--- src/rtl/miriscv_pkg.sv ---
// -----------------------------------------------------------------------------
// miriscv_pkg
// Shared definitions for the miriscv memory arbiter: machine word width,
// byte-enable width, the arbiter FSM state type and the port-owner type.
// -----------------------------------------------------------------------------
package miriscv_pkg;

   localparam int XLEN = 32;
   localparam int BE_W = XLEN / 8;

   typedef enum logic [1:0] {
      ST_IDLE        = 2'd0,
      ST_WAIT_GNT    = 2'd1,
      ST_WAIT_RVALID = 2'd2
   } arb_state_e;

   typedef enum logic {
      OWN_INSTR = 1'b0,
      OWN_DATA  = 1'b1
   } arb_owner_e;

endpackage

--- src/rtl/miriscv_arb_select.sv ---
// -----------------------------------------------------------------------------
// miriscv_arb_select
// Combinational owner choice between the fetch and LSU requesters.
//   instr_req_i    : fetch request pending
//   data_req_i     : LSU request pending
//   prefer_data_i  : tie-break when both request (1 = LSU wins)
//   owner_o        : selected owner (only meaningful when a request is pending)
// The caller ties prefer_data_i high for fixed data priority, or drives it
// from a round-robin pointer.
// -----------------------------------------------------------------------------
module miriscv_arb_select
   import miriscv_pkg::*;
(
   input  logic       instr_req_i,
   input  logic       data_req_i,
   input  logic       prefer_data_i,
   output arb_owner_e owner_o
);

   // NOTE: a default assignment at the top of always_comb prevents latch
   // inference on any path that does not write the signal.
   always_comb begin
      owner_o = OWN_INSTR;
      if (data_req_i && (!instr_req_i || prefer_data_i)) begin
         owner_o = OWN_DATA;
      end
   end

endmodule

--- src/rtl/miriscv_mem_arbiter.sv ---
// -----------------------------------------------------------------------------
// miriscv_mem_arbiter
// Shares one memory port between the instruction fetch and the LSU, with at
// most one transaction outstanding.
//   clk_i, arstn_i          : clock, asynchronous active-low reset
//   instr_req_i/addr_i      : fetch request (held until instr_rvalid_o)
//   instr_flush_i           : discard the outstanding fetch response
//   instr_rvalid_o/rdata_o  : fetch response
//   data_req_i/we/be/addr/wdata : LSU request (held until data_rvalid_o)
//   data_rvalid_o/rdata_o   : LSU response (also pulses for writes)
//   mem_req/we/be/addr/wdata_o : registered shared-port request
//   mem_gnt_i, mem_rvalid_i, mem_rdata_i : shared-port handshake / response
// Build option: define MIRISCV_ARB_RR_EN for round-robin arbitration; the
// default build uses fixed data-over-fetch priority and has no pointer flop.
// -----------------------------------------------------------------------------
module miriscv_mem_arbiter
   import miriscv_pkg::*;
(
   input  logic            clk_i,
   input  logic            arstn_i,
   input  logic            instr_req_i,
   input  logic [XLEN-1:0] instr_addr_i,
   input  logic            instr_flush_i,
   output logic            instr_rvalid_o,
   output logic [XLEN-1:0] instr_rdata_o,
   input  logic            data_req_i,
   input  logic            data_we_i,
   input  logic [BE_W-1:0] data_be_i,
   input  logic [XLEN-1:0] data_addr_i,
   input  logic [XLEN-1:0] data_wdata_i,
   output logic            data_rvalid_o,
   output logic [XLEN-1:0] data_rdata_o,
   output logic            mem_req_o,
   output logic            mem_we_o,
   output logic [BE_W-1:0] mem_be_o,
   output logic [XLEN-1:0] mem_addr_o,
   output logic [XLEN-1:0] mem_wdata_o,
   input  logic            mem_gnt_i,
   input  logic            mem_rvalid_i,
   input  logic [XLEN-1:0] mem_rdata_i
);

   arb_state_e      state_q, state_d;
   arb_owner_e      owner_q, owner_d;
   logic            drop_q, drop_d;
   logic            mem_req_q, mem_req_d;
   logic            mem_we_q, mem_we_d;
   logic [BE_W-1:0] mem_be_q, mem_be_d;
   logic [XLEN-1:0] mem_addr_q, mem_addr_d;
   logic [XLEN-1:0] mem_wdata_q, mem_wdata_d;

   arb_owner_e      sel_owner;
   logic            prefer_data;
   logic            any_req;
   logic            flush_hit;
   logic            resp_fire;

   assign any_req   = instr_req_i || data_req_i;
   assign flush_hit = instr_flush_i && (owner_q == OWN_INSTR);
   assign resp_fire = (state_q == ST_WAIT_RVALID) && mem_rvalid_i;

`ifdef MIRISCV_ARB_RR_EN
   // Pointer set means "favour data next"; it points away from the port
   // selected last, so it resets to favour fetch.
   logic rr_q, rr_d;

   assign prefer_data = rr_q;

   always_comb begin
      rr_d = rr_q;
      if ((state_q == ST_IDLE) && any_req) begin
         rr_d = (sel_owner == OWN_INSTR);
      end
   end

   always_ff @(posedge clk_i or negedge arstn_i) begin
      if (!arstn_i) begin
         rr_q <= 1'b0;
      end else begin
         rr_q <= rr_d;
      end
   end
`else
   assign prefer_data = 1'b1;
`endif

   miriscv_arb_select u_arb_select (
      .instr_req_i   (instr_req_i),
      .data_req_i    (data_req_i),
      .prefer_data_i (prefer_data),
      .owner_o       (sel_owner)
   );

   always_comb begin
      state_d     = state_q;
      owner_d     = owner_q;
      drop_d      = drop_q;
      mem_req_d   = mem_req_q;
      mem_we_d    = mem_we_q;
      mem_be_d    = mem_be_q;
      mem_addr_d  = mem_addr_q;
      mem_wdata_d = mem_wdata_q;

      case (state_q)
         ST_IDLE: begin
            drop_d = 1'b0;
            if (any_req) begin
               owner_d   = sel_owner;
               mem_req_d = 1'b1;
               state_d   = ST_WAIT_GNT;
               if (sel_owner == OWN_DATA) begin
                  mem_we_d    = data_we_i;
                  mem_be_d    = data_be_i;
                  mem_addr_d  = data_addr_i;
                  mem_wdata_d = data_wdata_i;
               end else begin
                  mem_we_d    = 1'b0;
                  mem_be_d    = '1;
                  mem_addr_d  = instr_addr_i;
                  mem_wdata_d = '0;
               end
            end
         end
         ST_WAIT_GNT: begin
            if (mem_gnt_i) begin
               mem_req_d = 1'b0;
               state_d   = ST_WAIT_RVALID;
            end
            if (flush_hit) begin
               drop_d = 1'b1;
            end
         end
         ST_WAIT_RVALID: begin
            if (mem_rvalid_i) begin
               state_d = ST_IDLE;
               drop_d  = 1'b0;
            end else if (flush_hit) begin
               drop_d = 1'b1;
            end
         end
         default: begin
            state_d   = ST_IDLE;
            mem_req_d = 1'b0;
         end
      endcase
   end

   // NOTE: sequential state uses non-blocking assignments so every flop
   // samples its _d value from before the edge, independent of statement order.
   always_ff @(posedge clk_i or negedge arstn_i) begin
      if (!arstn_i) begin
         state_q     <= ST_IDLE;
         owner_q     <= OWN_INSTR;
         drop_q      <= 1'b0;
         mem_req_q   <= 1'b0;
         mem_we_q    <= 1'b0;
         mem_be_q    <= '0;
         mem_addr_q  <= '0;
         mem_wdata_q <= '0;
      end else begin
         state_q     <= state_d;
         owner_q     <= owner_d;
         drop_q      <= drop_d;
         mem_req_q   <= mem_req_d;
         mem_we_q    <= mem_we_d;
         mem_be_q    <= mem_be_d;
         mem_addr_q  <= mem_addr_d;
         mem_wdata_q <= mem_wdata_d;
      end
   end

   assign mem_req_o   = mem_req_q;
   assign mem_we_o    = mem_we_q;
   assign mem_be_o    = mem_be_q;
   assign mem_addr_o  = mem_addr_q;
   assign mem_wdata_o = mem_wdata_q;

   // A flush arriving in the response cycle suppresses the pulse just like
   // an earlier flush captured in drop_q.
   assign instr_rvalid_o = resp_fire && (owner_q == OWN_INSTR) && !drop_q && !instr_flush_i;
   assign data_rvalid_o  = resp_fire && (owner_q == OWN_DATA);
   assign instr_rdata_o  = mem_rdata_i;
   assign data_rdata_o   = mem_rdata_i;

endmodule

--- config.mk ---
export PLATFORM = sky130hd
export DESIGN_NAME = miriscv_mem_arbiter
export DESIGN_NICKNAME = d
export VERILOG_FILES = /design/src/rtl/miriscv_pkg.sv /design/src/rtl/miriscv_arb_select.sv /design/src/rtl/miriscv_mem_arbiter.sv
export SDC_FILE = /design/constraint.sdc
export NUM_CORES = 1
export LEC_CHECK = 0
export CAP_MARGIN = 5
export CORE_AREA = 2 2 106 108
export CTS_BUF_LIST = sky130_fd_sc_hd__clkbuf_2
export CTS_CLUSTER_DIAMETER = 30
export DETAILED_ROUTE_END_ITERATION = 10
export DIE_AREA = 0 0 108 110
export PLACE_DENSITY = 0.83
export RECOVER_POWER = 100
export SYNTH_ARGS = -nofsm -noshare
export SYNTH_HDL_FRONTEND = slang
export SYNTH_SLANG_ARGS = --single-unit
export TNS_END_PERCENT = 1
--- constraint.sdc ---
create_clock -name clk_i -period 3.2 [get_ports clk_i]
set_clock_uncertainty 0.15 [all_clocks]
set_input_delay 0.96 -clock clk_i [delete_from_list [all_inputs] [get_ports clk_i]]
set_output_delay 0.96 -clock clk_i [all_outputs]
set_load 0.02 [all_outputs]
==> out/results.ini <==
[outcome]
status = finished with violations
violations = max-capacitance violations, max-slew violations

[place]
post-place-ws_ns = -0.243
hpwl_um = 6990
placed_cells = 631
io_buffers = 179
place_congestion = 0.721

[setup_path]
crit_required_ns = 2.09
critPathMaxFanout = 2
startpoint = mem_rvalid_i
end_kind = primary output
cp.arrival_ns = 2.02
r2r-start = state_q[0]$_DFFE_PN0P_
crit_path_start_kind = input pin
crit_type = in -> out

[routing]
wl_per_cell_um = 14.3
ant_nets = 0
drc = 0
num_vias = 3001
drt_iter0_drc = 162
drt-pass1-iter-count = 4
vias_per_cell = 4.63
finalWirelength_um = 9290

[timing]
setup_viol = 0
fmax_mhz = 319
post-route-period-util_pct = 97.8
slew_headroom_pct = -20.0
min_period_ns = 3.13
maxSlewViolCount = 75
setup_ws_ns = 0.0693
hold_viol = 0
finalSetupTns_ns = 0
rsz0062_at_grt = false
worst_pin_slew_ns = 1.80

[layout]
fillers = 990
finalNonFillerCells = 648
fin_util_pct = 48.9
final_common_cell = nand2_1
drive_gt1_share_pct = 4.73
synthToLayoutAreaGrowth_pct = 39.6
layout_common_cells = nand2_1 (106), clkdlybuf4s50_1 (104), dfrtp_1 (74), dlygate4sd3_1 (71), o21ai_0 (37)
fin_nets = 647

[cts]
ctsHoldBuffers = 0
post-cts-setup-buffer-count = 0
clk_latency_ns = 0.47
htreeDepth = 3
clkTransAtPathRegs_ns = 0.21
clock_path_buffers = 2
cts_buffers = 9
clockRootBuffer = clkbuf_2
cts_tree = done
cts.sinks = 74

[die]
core_area_um2 = 10700
die_w_um = 108
die_height_um = 110
rows = 38
io_pins = 276
die-area_um2 = 11900
start_util_pct = 35.0

[yosys]
synth_seq_area_share_pct = 49.4
synth_warnings = 0
ys_seq_elements = 74
async_flop_share_pct = 100
syn_area_um2 = 3750
syn-mean-instance-area_um2 = 9.51
synth_ff_type = dfrtp_1
synth-edff-count = 0
syn_inst = 394
synth_nets = 539
synth_cell_type_count = 25

[job]
maxCapViolations = 1

[global_route]
grt_pass1_wl_um = 14300
first_global_vias = 3038
antenna_found_initial = 1
grt_overflow_total = 0
grt_max_degree = 78
track_usage_pct = 15.4

[min_path]
min_from = mem_wdata_o[0]$_DFFE_PN0P_
hold_path_class = reg -> reg

[power]
leakage_nw = 2.51
ir_worst_vdd_v = 0.000409
power_density_nw_per_um2 = 861

critical path, cell delays in order:
cell and delay, ns:
clkdlybuf4s50_1 0.48, buf_4 0.11, and3_1 0.14, dlygate4sd2_1 0.33
kinds of logic (layout without fill, tap and decap cells):
| family | after synthesis | in the layout | synth area share [%] |
|---|---|---|---|
| AND/OR/NAND/NOR | 151 | 151 | 16.9 |
| buffers and inverters | 89 | 202 | 16.7 |
| flip-flops | 74 | 74 | 49.4 |
| AO/OA/AOI/OAI | 42 | 42 | 6.41 |
| multiplexers | 33 | 33 | 8.85 |
| adder cells (fa/ha/maj) | 5 | 5 | 1.67 |
| other | 0 | 1 | 0 |
through the flow:
step | power [mW] | area (um^2) | hold slack, ns
after floorplan | 3.11 | 3750 | 0.312
after global placement | 4.18 | 5150 | 0.299
after detailed placement | 4.27 | 5150 | 0.306
after CTS | 4.80 | 5260 | 0.354
after global routing | 4.85 | 5230 | 0.366
final | 4.50 | 5230 | 0.344
flip-flops by register name (all words and copies together) (netlist names):
register     cells
mem_addr_o      32
mem_wdata_o     32
mem_be_o         4
state_q          2
drop_q           1
mem_req_o        1
mem_we_o         1
owner_q          1
repair_timing:
action                                  CTS  global route
gates cloned                              0             0
endpoints found under the setup margin    2             1
resized for setup                         2             3
report_power, final:
group	switching (mW)	internal (mW)	leakage, nW
Clock	0.340	0.179	0.0716
Combinational	1.37	0.985	1.52
Sequential	0.235	1.40	0.925
routing by layer:
layer / GRT usage [%] / wire length (um) / vias up
li1: - / - / 1456
met1: 17.0 / 3450 / 1375
met2: 27.9 / 4860 / 135
met3: 4.23 / 707 / 35
met4: 6.87 / 280 / 0
met5: 0 / 0 / -
worst paths after layout:
| check | to | slack [ns] | depth (start not counted) |
|---|---|---|---|
| min in group asynchronous | mem_wdata_o[5]$_DFFE_PN0P_ | 0.78 | 1 |
| min | mem_wdata_o[0]$_DFFE_PN0P_ | 0.34 | 2 |
| max in group asynchronous | mem_addr_o[0]$_DFFE_PN0P_ | 1.07 | 1 |
| max reg2reg | mem_addr_o[18]$_DFFE_PN0P_ | 0.63 | 5 |
| min reg2reg | mem_wdata_o[0]$_DFFE_PN0P_ | 0.34 | 2 |
| max | data_rvalid_o | 0.07 | 4 |
final cells by class:
type / count / area [um^2] / share of cell area [%]
multi-input cells: 231 / 1260 / 24.0
diodes: 1 / 2.50 / 0.0479
repair buffers: 184 / 1820 / 34.8
clock buffers: 9 / 45.0 / 0.861
well taps: 140 / 175 / 3.35
flip-flops and latches: 74 / 1850 / 35.4
inverters: 2 / 7.51 / 0.144
clock inverters: 7 / 70.1 / 1.34
synthesized netlist by cell type (2+ instances only):
master	n	area share (%)
mux2i_1	32	8.6
buf_1	3	0.30
nor3_1	2	0.27
nor2b_1	6	1.0
buf_4	72	14
buf_2	8	1.1
o21ai_1	6	0.80
clkbuf_2	3	0.40
inv_1	2	0.20
o32a_1	2	0.53
dfrtp_1	74	49
o21ai_0	30	4.0
nand2_1	106	11
nand3_1	33	4.4
ha_1	5	1.7
Note: power is estimated with default switching activity, not from simulation.
